==> config.mk <==
export PLATFORM = sky130hd
export DESIGN_NAME = lut_frac_ff
export DESIGN_NICKNAME = d
export VERILOG_FILES = /design/src/rtl/lut_frac_ff.sv
export SDC_FILE = /design/constraint.sdc
export NUM_CORES = 1
export LEC_CHECK = 0
export ABC_AREA = 1
export BUFFER_PORTS_ARGS = -buffer_cell sky130_fd_sc_hd__buf_2
export CAP_MARGIN = 25
export CELL_PAD_IN_SITES_DETAIL_PLACEMENT = 0
export CELL_PAD_IN_SITES_GLOBAL_PLACEMENT = 2
export CORE_ASPECT_RATIO = 2
export CORE_MARGIN = 2
export CORE_UTILIZATION = 32
export CTS_BUF_LIST = sky130_fd_sc_hd__clkbuf_16
export CTS_CLUSTER_SIZE = 40
export DETAILED_ROUTE_END_ITERATION = 16
export PLACE_DENSITY_LB_ADDON = 0.1
export SETUP_SLACK_MARGIN = 0.3
export SLEW_MARGIN = 25
export SYNTH_ARGS = -nofsm -noshare
export SYNTH_HDL_FRONTEND = slang
export SYNTH_SLANG_ARGS = --single-unit
==> constraint.sdc <==
create_clock -name clk -period 1 [get_ports clk]
set_input_delay 0.15 -clock clk [delete_from_list [all_inputs] [get_ports clk]]
set_output_delay 0.15 -clock clk [all_outputs]
set_load 0.02 [all_outputs]
==> src/rtl/lut_frac_ff.sv <==
// Fracturable K-input LUT with a serially loaded shadow configuration,
// explicit commit into the active configuration, and per-output optional flops.
module lut_frac_ff #(
   parameter int INPUTS   = 4,
   parameter int MEM_SIZE = 2**INPUTS,
   parameter int CFG_BITS = MEM_SIZE + 3
) (
   input  logic              clk,
   input  logic              rst_n,
   input  logic [INPUTS-1:0] addr,
   input  logic              ce,
   input  logic              cfg_en,
   input  logic              cfg_in,
   input  logic              cfg_commit,
   output logic              cfg_out,
   output logic [1:0]        out
);

   logic [CFG_BITS-1:0] shadow_q, shadow_d;
   logic [CFG_BITS-1:0] active_q, active_d;
   logic [1:0]          q_q, q_d;

   logic [MEM_SIZE-1:0] truth;
   logic                frac;
   logic [1:0]          reg_sel;
   logic [INPUTS-2:0]   sub_addr;
   logic                f0, f1;
   logic [1:0]          f;

   assign truth    = active_q[MEM_SIZE-1:0];
   assign frac     = active_q[MEM_SIZE];
   assign reg_sel  = active_q[MEM_SIZE+2:MEM_SIZE+1];
   assign sub_addr = addr[INPUTS-2:0];

   // Commit samples the pre-edge shadow, so a shift on the same edge is not seen.
   always_comb begin
      shadow_d = shadow_q;
      if (cfg_en) begin
         shadow_d = {cfg_in, shadow_q[CFG_BITS-1:1]};
      end
      active_d = active_q;
      if (cfg_commit) begin
         active_d = shadow_q;
      end
   end

   always_comb begin
      f0 = truth[{1'b0, sub_addr}];
      f1 = truth[{1'b1, sub_addr}];
      if (frac) begin
         f = {f1, f0};
      end else begin
         f = addr[INPUTS-1] ? {f1, f1} : {f0, f0};
      end
   end

   always_comb begin
      q_d = q_q;
      if (ce) begin
         q_d = f;
      end
   end

   always_ff @(posedge clk or negedge rst_n) begin
      if (!rst_n) begin
         shadow_q <= '0;
         active_q <= '0;
         q_q      <= '0;
      end else begin
         shadow_q <= shadow_d;
         active_q <= active_d;
         q_q      <= q_d;
      end
   end

   assign cfg_out = shadow_q[0];

   genvar gi;
   generate
      for (gi = 0; gi < 2; gi++) begin : g_out
         assign out[gi] = reg_sel[gi] ? q_q[gi] : f[gi];
      end
   endgenerate

endmodule

==> impl_metrics.yaml, run 1 <==
timing:
  setup_viol: 4
  post-route-period-util_pct: 159
  setup_ws_ns: -0.591
  finClkSkew_ns: 0.00385
  timing.final.max_slew_violations: 0
  tightestPinTransition_ns: 0.300
  finalCriticalPeriod_ns: 1.59
  max_clock_freq_ghz: 0.628
  max-slew-margin-rel_pct: 80.0
  final-hold-violation-count: 10
  setup_repair_after_global_routing_missed_its_margin: "yes"
  setup_total_negative_slack_ns: -1.46
  hold-worst-slack_ns: -0.247
place:
  dp_slack_ns: -0.412
  detailed_place_hpwl_mm: 2.36
  port_buffer_cells: 12
  post-place-cells: 289
  gp_weighted_congestion: 0.749
drt:
  first_iter_violations: 28
  detail_route.wirelength_mm: 3.52
  wl_per_cell_um: 11.7
  detail_route.vias_per_cell: 4.51
  antenna_left: 0
  drc: 0
  vias: 1362
  drt_first_pass_iters: 4
synthesis:
  synthesis.instances: 206
  synth-edff-count: 0
  post-synth-top-count-cell: "sky130_fd_sc_hd__nand2_1"
  postSynth.topFlopCell: "sky130_fd_sc_hd__dfrtp_1"
  ys_seq_elements: 40
  synth.distinct_cells: 16
  yosys-top-cells-area: "sky130_fd_sc_hd__dfrtp_1 58%, sky130_fd_sc_hd__nand2_1 13%, sky130_fd_sc_hd__o21ai_0 8.1%, sky130_fd_sc_hd__inv_1 5.4%, sky130_fd_sc_hd__nand3_1 3.5%"
  syn_avg_cell_area_um2: 8.44
  syn-cell-area_mm2: 0.00174
  ys_async_sr_fraction_pct: 100
  ys_seq_area_share_pct: 57.6
  synth_largest_type_area_fraction_pct: 57.6
  ys_top_cells_by_count: "58 x sky130_fd_sc_hd__nand2_1, 40 x sky130_fd_sc_hd__dfrtp_1, 28 x sky130_fd_sc_hd__o21ai_0, 25 x sky130_fd_sc_hd__inv_1, 12 x sky130_fd_sc_hd__nand3_1"
  post-synth-top-area-cell: "sky130_fd_sc_hd__dfrtp_1"
  syn_nets: 216
  synthesis.yosys.warnings: 0
global_routing:
  number_of_antenna_violations_at_the_first_check_in_global_routing: 0
  global_route.overflow_total: 0
  vias_in_the_first_global_route: 1359
  grt_pass1_wl_mm: 6.29
  maximum_number_of_pins_on_one_net_before_global_route_repair: 39
  grt.total_usage_pct: 13.2
clock_network:
  clock_sink_count: 40
  tritoncts: "done"
  clk_path_buf_depth: 2
  clkLatencyLatePin_ns: 0.28
  clk_root_buf: "sky130_fd_sc_hd__clkbuf_16"
  ctsHtreeMaxLevel: 2
  cts_buffers: 5
  clk_pin_slew_worst_paths_ns: 0.06
worst_setup_path:
  start_kind: "flop"
  crit_path_max_incr_delay_ns: 0.37
  crit_path_cell_trace: "inv_2, nand2_1, nand3_1, nand3_2, nand2_1, nand2_1, nand3_2, nand2_2, nand2_2, nand2_2, buf_6"
  timing.reg2reg.setup_slack_ns: -0.15
  reg2reg_to: "q_q[0]"
  critPathBufInv: 2
  critPathArrivalTime_ns: 1.44
  critical-path-top-delay-family: "simple AND/OR/NAND/NOR gates"
  critical_path.endpoint_type: "output port"
  critical_path_class: "reg -> out"
  cp_max_fo: 2
  worst_path_max_delay_cell: "sky130_fd_sc_hd__dfrtp_1"
  worst-r2r-cell-count: 10
  cp.required_ns: 0.85
  rr_startpoint: "active_q[12]"
floorplanning:
  fp.dieArea_mm2: 0.00607
  number_of_standard_cell_rows_in_the_floorplan: 38
  fp.coreArea_mm2: 0.00533
  die_h_um: 108
  io-pin-count: 13
  floorplan.die.width_um: 56.1
  initial_utilization_pct: 32.6
worst_hold_path:
  hold_path_class: "in -> async"
run_status:
  run_status: "finished with violations"
  violations: "negative hold slack, negative setup slack"
power:
  power_per_cell_area_mw_per_mm2: 1910
  cellLeakagePower_nw: 1.19
  ir_drop_mv: 1.09
final_layout:
  fin_cells: 302
  antennaDiodeCount: 0
  final_net_count: 251
  drive_above_1_share_pct: 41.3
  area_growth_pct: 36.9
  final_util_pct: 44.7
flow_run:
  max_cap_viol_count: 0
## cell usage in the layout, fill, tap and decap left out, drive strengths merged
cell      instances
nand2            62
dfrtp            40
buf              37
inv              34
o21ai            28
nand3            15
nor2              9
a21oi             9
clkbuf            5
mux2              1
clkinvlp          1
clkinv            1
## cells by family (layout without fill, tap and decap cells)
kind of cell	after synthesis	count (layout)	synth area share (%)
AO/OA/AOI/OAI	37	37	10.7
flip-flops	40	40	57.6
multiplexers	1	1	0.648
AND/OR/NAND/NOR	86	86	21.1
buffers and inverters	42	78	10.0
## registers in the layout, summed over array words and instances (netlist names)
| register | flops |
|---|---|
| active_q | 19 |
| shadow_q | 19 |
| q_q | 2 |
## stage by stage
step | area [um^2] | power, W | hold WS (ns)
finish | 2380 | 0.00455 | -0.247
global placement | 2020 | 0.00279 | 0.0486
global route | 2380 | 0.00484 | -0.236
floorplan | 1770 | 0.00244 | -0.146
CTS | 2280 | 0.00450 | -0.244
detailed placement | 2020 | 0.00279 | 0.0545
## worst register-to-register path: stages, from the launching register on
cell and delay (ns):
sky130_fd_sc_hd__dfrtp_1 0.37, sky130_fd_sc_hd__inv_2 0.06, sky130_fd_sc_hd__nand2_1 0.05, sky130_fd_sc_hd__nand3_1 0.09
sky130_fd_sc_hd__nand3_2 0.08, sky130_fd_sc_hd__nand2_1 0.07, sky130_fd_sc_hd__nand2_1 0.06, sky130_fd_sc_hd__nand3_2 0.07
sky130_fd_sc_hd__nand2_2 0.07, sky130_fd_sc_hd__nand2_1 0.07, sky130_fd_sc_hd__nand2_1 0.05
## layout make-up
class / instances / area (um^2)
multi-input combinational: 124 / 678
tap: 60 / 75.1
clock buffer: 5 / 125
inverter: 33 / 129
fill: 550 / 2950
timing repair buffer: 37 / 353
clock inverter: 3 / 16.3
sequential: 40 / 1000
## routing by layer
metal,up-vias,track usage [%],routed length [um]
met5,-,0,0
met4,0,7.48,128
met3,10,2.51,62
met2,14,20.5,1680
met1,627,17.1,1650
li1,711,-,-
## power by group
part,internal [W],switching (W)
Sequential,0.00186,0.000132
Clock,0.000909,0.000597
Combinational,0.000522,0.000531
## repair_timing
| item | in CTS | in global routing |
|---|---|---|
| pin swaps | 12 | 8 |
| resized for setup | 37 | 40 |
| buffers inserted | 4 | 1 |
| endpoints found under the hold margin | 10 | 10 |
| endpoints found under the setup margin | 18 | 33 |
## worst max-delay path by stage
stage,start,end,cells after the start
3_5_place_dp,addr[0],out[0],12
6_report,active_q[12],out[0],11
4_1_cts,active_q[12],out[0],11
2_1_floorplan,active_q[3],out[0],10
3_3_place_gp,addr[0],out[0],12
5_1_grt,active_q[14],out[1],11
Power figures use the tool's default switching activity.
==> run 2: changes to the inputs <==
Settings changed: ABC_AREA 1 to not set, CORE_UTILIZATION 32 to 38.
==> run 2 against run 1 <==
Compared with the run above:
- the flow finishes with violations (negative setup slack)
- area after synthesis fell by 2.7%
- core utilization increased by 9.8 points
- largest power group unchanged
- worst hold slack improved by 0.36 ns
- largest cell class unchanged
- clock power down 4%
- clock skew grew 0.00072 ns
- die area is 17% lower
- global-route usage grew 1.8 points
==> impl_metrics.yaml, run 2 <==
power:
  p_clk_share_pct: 22.0
  power_per_cell_area_mw_per_mm2: 2820
  p_int_w: 0.00487
  p_sw_w: 0.00172
  power.share.switching_pct: 26.1
  ir_drop_mv: 1.40
  power.combinational.fraction_pct: 35.3
  share_seq_of_total_power_pct: 42.7
  cellLeakagePower_nw: 1.12
  total_power_w: 0.00659
clock_network:
  cts_buffers: 5
  clock_sink_count: 40
  tritoncts: "done"
  ctsHtreeMaxLevel: 2
  clk_pin_slew_worst_paths_ns: 0.05
  clk_path_buf_depth: 2
  clkLatencyLatePin_ns: 0.27
  clk_root_buf: "sky130_fd_sc_hd__clkbuf_16"
drt:
  detail_route.wirelength_mm: 3.22
  detail_route.vias_per_cell: 4.93
  first_iter_violations: 9
  antenna_left: 0
  drc: 0
  wl_per_cell_um: 16.3
  drt_first_pass_iters: 3
  vias: 971
global_routing:
  vias_in_the_first_global_route: 1138
  grt.total_usage_pct: 15.1
  maximum_number_of_pins_on_one_net_before_global_route_repair: 41
  number_of_antenna_violations_at_the_first_check_in_global_routing: 0
  grt_pass1_wl_mm: 5.64
  global_route.overflow_total: 0
synthesis:
  yosys-top-cells-area: "sky130_fd_sc_hd__dfrtp_1 59%, sky130_fd_sc_hd__mux2_2 25%, sky130_fd_sc_hd__mux4_1 6.2%, sky130_fd_sc_hd__o221ai_1 2.1%, sky130_fd_sc_hd__mux2i_2 1.6%"
  syn-cell-area_mm2: 0.00169
  postSynth.topFlopCell: "sky130_fd_sc_hd__dfrtp_1"
  ys_top_cells_by_count: "40 x sky130_fd_sc_hd__dfrtp_1, 38 x sky130_fd_sc_hd__mux2_2"
  ys_async_sr_fraction_pct: 100
  post-synth-top-count-cell: "sky130_fd_sc_hd__dfrtp_1"
  syn_nets: 116
  ys_seq_elements: 40
  synth-edff-count: 0
  syn_avg_cell_area_um2: 16.0
  synth_largest_type_area_fraction_pct: 59.2
  synthesis.instances: 106
  ys_seq_area_share_pct: 59.2
  post-synth-top-area-cell: "sky130_fd_sc_hd__dfrtp_1"
  synthesis.yosys.warnings: 0
  synth.distinct_cells: 13
timing:
  setup_viol: 4
  post-route-period-util_pct: 183
  max-slew-margin-rel_pct: 84.6
  finalCriticalPeriod_ns: 1.83
  final-hold-violation-count: 0
  setup_total_negative_slack_ns: -2.67
  setup_repair_after_global_routing_missed_its_margin: "yes"
  setup_ws_ns: -0.830
  tightestPinTransition_ns: 0.226
  max_clock_freq_ghz: 0.546
  timing.final.max_slew_violations: 0
  finClkSkew_ns: 0.00457
place:
  gp_weighted_congestion: 0.712
  post-place-cells: 184
  port_buffer_cells: 12
  detailed_place_hpwl_mm: 2.15
  dp_slack_ns: -0.550
worst_setup_path:
  start_kind: "flop"
  critical_path.endpoint_type: "output port"
  cp.required_ns: 0.85
  critical-path-top-delay-family: "multiplexers"
  critPathBufInv: 1
  worst_path_max_delay_cell: "sky130_fd_sc_hd__mux4_2"
  critPathArrivalTime_ns: 1.68
  crit_path_max_incr_delay_ns: 0.50
  crit_path_cell_trace: "mux4_2, mux2i_4, o221ai_2, buf_2"
  cp_max_fo: 4
  critical_path_class: "reg -> out"
floorplanning:
  io-pin-count: 13
  initial_utilization_pct: 39.4
  number_of_standard_cell_rows_in_the_floorplan: 34
  die_h_um: 98.4
  floorplan.die.width_um: 51.2
  fp.coreArea_mm2: 0.00430
  fp.dieArea_mm2: 0.00503
final_layout:
  final_net_count: 153
  mostFrequentLayoutCells: "38 x sky130_fd_sc_hd__mux2_4, 38 x sky130_fd_sc_hd__dfrtp_1, 11 x sky130_fd_sc_hd__buf_2"
  fin_cells: 197
  final_util_pct: 54.4
  antennaDiodeCount: 0
  largestRegisters: "active_q x19, shadow_q x19, q_q x2"
  drive_above_1_share_pct: 62.2
  area_growth_pct: 38.2
  filler_cell_count: 358
flow_run:
  max_cap_viol_count: 0
worst_hold_path:
  hold_path_class: "in -> reg"
run_status:
  violations: "negative setup slack"
  run_status: "finished with violations"
[run 2: stage by stage]
stage / hold slack [ns] / instance area (um^2)
after floorplan: -0.146 / 1870
after global placement: 0.137 / 2070
after detailed placement: 0.138 / 2070
after CTS: 0.116 / 2290
after global routing: 0.120 / 2340
final: 0.117 / 2340
[run 2: worst paths after layout]
kind | from | end | slack [ns] | cells after the start
hold / removal | cfg_in | shadow_q[18] | 0.12 | 2
setup / recovery | active_q[15] | out[1] | -0.83 | 4
setup reg to reg | active_q[15] | q_q[1] | -0.60 | 5
hold reg to reg | q_q[0] | q_q[0] | 0.50 | 2
max in group asynchronous | rst_n | active_q[16] | 0.41 | 3
min in group asynchronous | rst_n | active_q[4] | 0.38 | 3
[run 2: power by group through the flow]
stage	combinational, W	sequential [W]	clock [W]
floorplan	0.00142	0.00265	0
global placement	0.00193	0.00280	0
detailed placement	0.00196	0.00282	0
CTS	0.00220	0.00282	0.00150
global route	0.00251	0.00291	0.00157
finish	0.00233	0.00281	0.00145
[run 2: area by class of cell]
| type | instances | area (um^2) | share of cell area, % |
|---|---|---|---|
| Tap cell | 54 | 67.6 | 2.89 |
| Timing Repair Buffer | 34 | 305 | 13.1 |
| Clock buffer | 5 | 125 | 5.35 |
| Sequential cell | 40 | 1000 | 42.9 |
| Multi-Input combinational cell | 62 | 828 | 35.4 |
| Clock inverter | 2 | 8.76 | 0.375 |
[run 2: cell families after synthesis]
logic type             count (synthesis)  synth area share [%]
AO/OA/AOI/OAI                          5                  2.37
buffers and inverters                  4                  1.18
flip-flops                            40                  59.2
multiplexers                          44                  33.1
AND/OR/NAND/NOR                       13                  4.14
[run 2: repair_timing]
item                       in CTS  in global routing
setup endpoints to repair      43                 43
pin swaps                       0                  0
resized for setup              17                  7
hold endpoints to repair       40                  0
hold buffers                    1                  0
buffers inserted                2                  3
[run 2: layer usage]
layer | global-route usage [%] | vias up | part of all wire (%)
met5 | 0 | - | 0
met4 | 6.24 | 0 | 1.4
met3 | 3.67 | 4 | 2.3
met2 | 24.1 | 11 | 54
met1 | 19.1 | 501 | 43
li1 | - | 455 | -
[run 2: worst reg2reg max path, stage by stage (launching register included)]
cell and delay (ns):
sky130_fd_sc_hd__dfrtp_1 0.39, sky130_fd_sc_hd__mux4_2 0.50, sky130_fd_sc_hd__mux2i_4 0.23, sky130_fd_sc_hd__buf_4 0.15
sky130_fd_sc_hd__buf_6 0.08, sky130_fd_sc_hd__o221ai_1 0.11
